### src/rtl/dtw_pkg.sv
// Shared definitions for the DTW result unpacker: FSM state encoding,
// record layout constants and default widths.
package dtw_pkg;

  // Default widths for the unpacker parameters
  localparam int DEFAULT_WIDTH      = 16;
  localparam int DEFAULT_DATA_WIDTH = 32;

  // Number of FIFO words per result record and the position of each word
  localparam int REC_WORDS = 3;
  localparam int WORD_QID  = 0;
  localparam int WORD_POS  = 1;
  localparam int WORD_MIN  = 2;

  // Unpacker FSM states; the first three collect words, HOLD presents the record
  typedef enum logic [1:0] {
    GET_QID = 2'd0,
    GET_POS = 2'd1,
    GET_MIN = 2'd2,
    HOLD    = 2'd3
  } state_t;

endpackage

### src/rtl/dtw_result_unpacker.sv
// DTW result unpacker: pops three-word records (qid, position, minval) from a
// first-word-fall-through result FIFO and presents them on a valid/ready port.
// Optional threshold filter enabled by defining DTW_RESULT_THRESH_EN; with it,
// records whose minval exceeds thresh are dropped and counted in n_dropped.
module dtw_result_unpacker
  import dtw_pkg::*;
#(
  parameter int WIDTH      = DEFAULT_WIDTH,
  parameter int DATA_WIDTH = DEFAULT_DATA_WIDTH
) (
  input  logic                  clk,
  input  logic                  rst_n,
  input  logic                  clear,
  input  logic                  fifo_empty,
  input  logic [DATA_WIDTH-1:0] fifo_data,
  output logic                  fifo_rden,
  input  logic [WIDTH-1:0]      thresh,
  output logic                  rec_valid,
  input  logic                  rec_ready,
  output logic [31:0]           rec_qid,
  output logic [31:0]           rec_position,
  output logic [WIDTH-1:0]      rec_minval,
  output logic                  busy,
  output logic                  err_frame,
  output logic [31:0]           n_records,
  output logic [31:0]           n_dropped
);

  state_t state;

  logic             pop;
  logic [WIDTH-1:0] min_word;
  logic             min_frame_bad;
  logic             keep;

  // Pop whenever a word is available and the FSM is still collecting; never during reset
  assign pop       = rst_n && !fifo_empty && (state != HOLD);
  assign fifo_rden = pop;
  assign busy      = (state != GET_QID);

  assign min_word      = fifo_data[WIDTH-1:0];
  assign min_frame_bad = |fifo_data[DATA_WIDTH-1:WIDTH];

`ifdef DTW_RESULT_THRESH_EN
  // Filter: a record is kept only when its cost does not exceed the threshold
  assign keep = (min_word <= thresh);
`else
  // No filter: every record is delivered and thresh is deliberately left unused
  logic unused_thresh;
  assign keep          = 1'b1;
  assign unused_thresh = ^thresh;
`endif

  // Record assembly FSM, output registers and counters; clear overrides everything
  always_ff @(posedge clk or negedge rst_n) begin
    if (!rst_n) begin
      state        <= GET_QID;
      rec_valid    <= 1'b0;
      rec_qid      <= '0;
      rec_position <= '0;
      rec_minval   <= '0;
      err_frame    <= 1'b0;
      n_records    <= '0;
      n_dropped    <= '0;
    end else if (clear) begin
      // Any word popped this cycle is consumed and discarded
      state     <= GET_QID;
      rec_valid <= 1'b0;
      err_frame <= 1'b0;
      n_records <= '0;
      n_dropped <= '0;
    end else begin
      case (state)
        GET_QID: begin
          if (pop) begin
            rec_qid <= fifo_data[31:0];
            state   <= GET_POS;
          end
        end
        GET_POS: begin
          if (pop) begin
            rec_position <= fifo_data[31:0];
            state        <= GET_MIN;
          end
        end
        GET_MIN: begin
          if (pop) begin
            // Malformed upper bits are flagged but the record still proceeds
            if (min_frame_bad) begin
              err_frame <= 1'b1;
            end
            if (keep) begin
              rec_minval <= min_word;
              rec_valid  <= 1'b1;
              state      <= HOLD;
            end else begin
              n_dropped <= n_dropped + 32'd1;
              state     <= GET_QID;
            end
          end
        end
        HOLD: begin
          if (rec_ready) begin
            rec_valid <= 1'b0;
            n_records <= n_records + 32'd1;
            state     <= GET_QID;
          end
        end
        default: state <= GET_QID;
      endcase
    end
  end

endmodule
### config.mk
export PLATFORM = sky130hd
export DESIGN_NAME = dtw_result_unpacker
export DESIGN_NICKNAME = d
export VERILOG_FILES = /design/src/rtl/dtw_pkg.sv /design/src/rtl/dtw_result_unpacker.sv
export SDC_FILE = /design/constraint.sdc
export NUM_CORES = 1
export LEC_CHECK = 0
export BUFFER_PORTS_ARGS = -buffer_cell sky130_fd_sc_hd__buf_2
export CAP_MARGIN = 10
export CORE_ASPECT_RATIO = 0.8
export CORE_MARGIN = 2
export CORE_UTILIZATION = 40
export CTS_BUF_LIST = sky130_fd_sc_hd__clkbuf_4 sky130_fd_sc_hd__clkbuf_8
export DETAILED_ROUTE_END_ITERATION = 16
export PLACE_DENSITY = 0.68
export SETUP_SLACK_MARGIN = 0.4
export SLEW_MARGIN = 20
export SYNTH_ARGS = -nofsm -noshare
export SYNTH_HDL_FRONTEND = slang
export SYNTH_SLANG_ARGS = --single-unit
### constraint.sdc
create_clock -name clk -period 3.9 [get_ports clk]
set_clock_uncertainty 0.2 [all_clocks]
set_input_delay 0.195 -clock clk [delete_from_list [all_inputs] [get_ports clk]]
set_output_delay 0.195 -clock clk [all_outputs]
set_load 0.005 [all_outputs]
==> results by group <==
Floorplan
  – Initial Util: 40.8%
  – Die footprint: 14,000 um2
  – Die width: 132 um
  – Height of the die: 106 um
  – # rows: 37
  – CORE AREA: 12,800 um2
  – I/O pin total: 201

Clocking
  – CTS Buf Count: 17
  – Worst-Skew Late Latency: 430 ps
  – CTS Sinks: 116
  – Post-CTS sizing: 0
  – CTS tree: built
  – H-tree levels: 4
  – Clock slew at reported path FFs: 70 ps
  – CTS root buffer: clkbuf_8
  – Longest Clk Path Bufs: 2

Yosys
  – Ys async rst share: 100%
  – Main synth FF type: dfrtp_1
  – Post-synth EDFFs: 0
  – Synth area leader: dfrtp_1
  – Syn Area/Cell: 12.4 um2
  – Synthesized flop and latch total: 116
  – Register area share after synthesis: 55.7%
  – Most frequent cells after synthesis: 116 x dfrtp_1, 88 x mux2_2, 32 x buf_4, 18 x nor2_1, 17 x a21oi_1
  – Synth warn: 0
  – Top cell type's share of synthesized area: 55.7%
  – Largest cells by area after synthesis: dfrtp_1 56%, mux2_2 19%, buf_4 4.6%
  – Library cells used by synthesis: 38
  – Area of the mapped netlist: 5210 um2
  – Most instantiated library cell after synthesis: dfrtp_1
  – Mapped Cells: 419

Cells and area
  – P&R area growth vs syn: 30.9%
  – Ant. Diodes: 0
  – Nets@finish: 667
  – Final core occ: 53.4%
  – Share of cells above drive strength 1: 45.0%
  – Non-filler instance count after layout: 797

Worst setup path
  – Worst Setup End Kind: flop
  – Worst Path Arrival: 2970 ps
  – Crit Path Class: flop to flop
  – Max Fanout on Critical Path: 18
  – Reg-to-reg slack, setup: 1040 ps
  – CP required: 4020 ps
  – Critical path startpoint category: flop

Pwr
  – PwrDens: 623 nW/um2
  – Static leakage: 3.31 nW
  – Worst vdd ir: 0.504 mV

Timing
  – Relative slew slack: 40.9%
  – Setup TNS: 0 ps
  – Worst-margin pin slew: 887 ps
  – Slew Limit Fails: 0
  – Post-layout min period: 2860 ps
  – Endpoints failing setup: 0
  – Max frequency: 0.350 GHz
  – Final Hold Viols: 0
  – Tcrit/Tclk final: 73.2%
  – Unrepaired setup endpoints after global routing: no

Job
  – Max-cap viol count: 0

GRT
  – First-pass GRT wire length: 20,700 um
  – GRT Residual Overflow: 0
  – Pin count of the biggest net entering global routing: 70
  – Initial antenna violation count: 0
  – GR Util All Layers: 18.9%
  – Vias in the first global route: 4,106

Detailed routing
  – Initial DRC Count: 142
  – Routed Antenna Nets: 0
  – Post-route DRC: 0
  – Via Count: 3,946
  – Final WL: 12,700 um
  – Initial DRT Pass Iterations: 4
  – Routed length per placed instance: 16.0 um
  – Via density: 4.95

Placed design
  – # port buffers: 152
  – GP Congestion: 0.802
  – # placed instances: 730
  – DP HPWL: 8380 um

Min path
  – Worst min path class: input pin to flop

Run status
  – Status: finished clean
==> power by group <==
part | internal (W) | leakage, nW | switching (W)
logic | 0.000664 | 1.61 | 0.000498
clock network | 0.000748 | 0.225 | 0.000500
registers | 0.00162 | 1.48 | 0.000218
total | 0.00303 | 3.31 | 0.00122
==> repair_timing <==
action / in CTS / in global routing
endpoints found under the hold margin: 133 / 0
setup buffers: 0 / 0
hold buffers: 35 / 0
==> worst paths after layout <==
path                                               from                          to  cells after the start
max in group asynchronous                         rst_n  rec_minval[10]$_DFFE_PN0P_                      4
worst min register to register  rec_qid[30]$_DFFE_PN0P_     rec_qid[30]$_DFFE_PN0P_                      1
worst max-delay path               state[0]$_DFFE_PN0P_   n_records[30]$_DFFE_PN0P_                      5
min in group asynchronous                         rst_n   n_records[19]$_DFFE_PN0P_                      3
worst max register to register     state[0]$_DFFE_PN0P_   n_records[30]$_DFFE_PN0P_                      5
worst min-delay path                         fifo_empty       rec_valid$_DFFE_PN0P_                      5
==> layout make-up <==
cell class / count / area (um2)
Tap cell: 175 / 219
Inverter: 8 / 30.0
Fill cell: 1113 / 5960
Timing Repair Buffer: 192 / 1150
Multi-Input combinational cell: 274 / 2060
Clock buffer: 20 / 275
Clock inverter: 12 / 176
Sequential cell: 116 / 2900
==> sequential cells by signal, indices dropped and copies added, names as in the netlist <==
register and count:
n_records 32, rec_position 32, rec_qid 32, rec_minval 16, state 2, err_frame 1
rec_valid 1
==> metal layers <==
layer	GRT usage [%]	wire [um]	part of all wire, %
met1	22.9	5410	42
met2	30.1	6010	47
met3	7.96	1080	8.4
met4	7.76	249	2.0
met5	0	0	0
==> stage by stage <==
step	instance area (um2)	total power, W	worst slack (ps)	hold slack (ps)
final	6820	0.00425	1040	107
after global routing	6820	0.00450	857	140
after CTS	6820	0.00430	1070	73.4
after detailed placement	6020	0.00299	1080	161
after global placement	6020	0.00292	1140	160
after floorplan	5320	0.00239	1500	-301
==> cells in the final DEF, fill, tap and decap left out, drive strengths merged, types with 9 or more instances in the layout <==
cell type	instances
dlygate4sd3	35
nand2	13
nand3	12
clkbuf	20
inv	9
conb	32
dfrtp	116
nor2	18
buf	157
nor2b	9
a21oi	18
nor4	13
mux2	89
o21ai	9
==> cell families after synthesis <==
family,after synthesis,share of synthesized area [%]
fa+ha+maj,5,1.20
other cells,1,0.0720
simple gates,102,11.2
flops,116,55.7
mux,91,19.6
buf+inv,60,6.85
xor+xnor,8,1.35
compound gates,36,3.94
==> critical path, cell delays in order, from the launching register on <==
cell	delay (ps)
dfrtp_1	380
ha_1	350
a21oi_2	180
or4b_1	850
nor4_1	400
mux2_2	380
(Power assumes the default switching activity.)
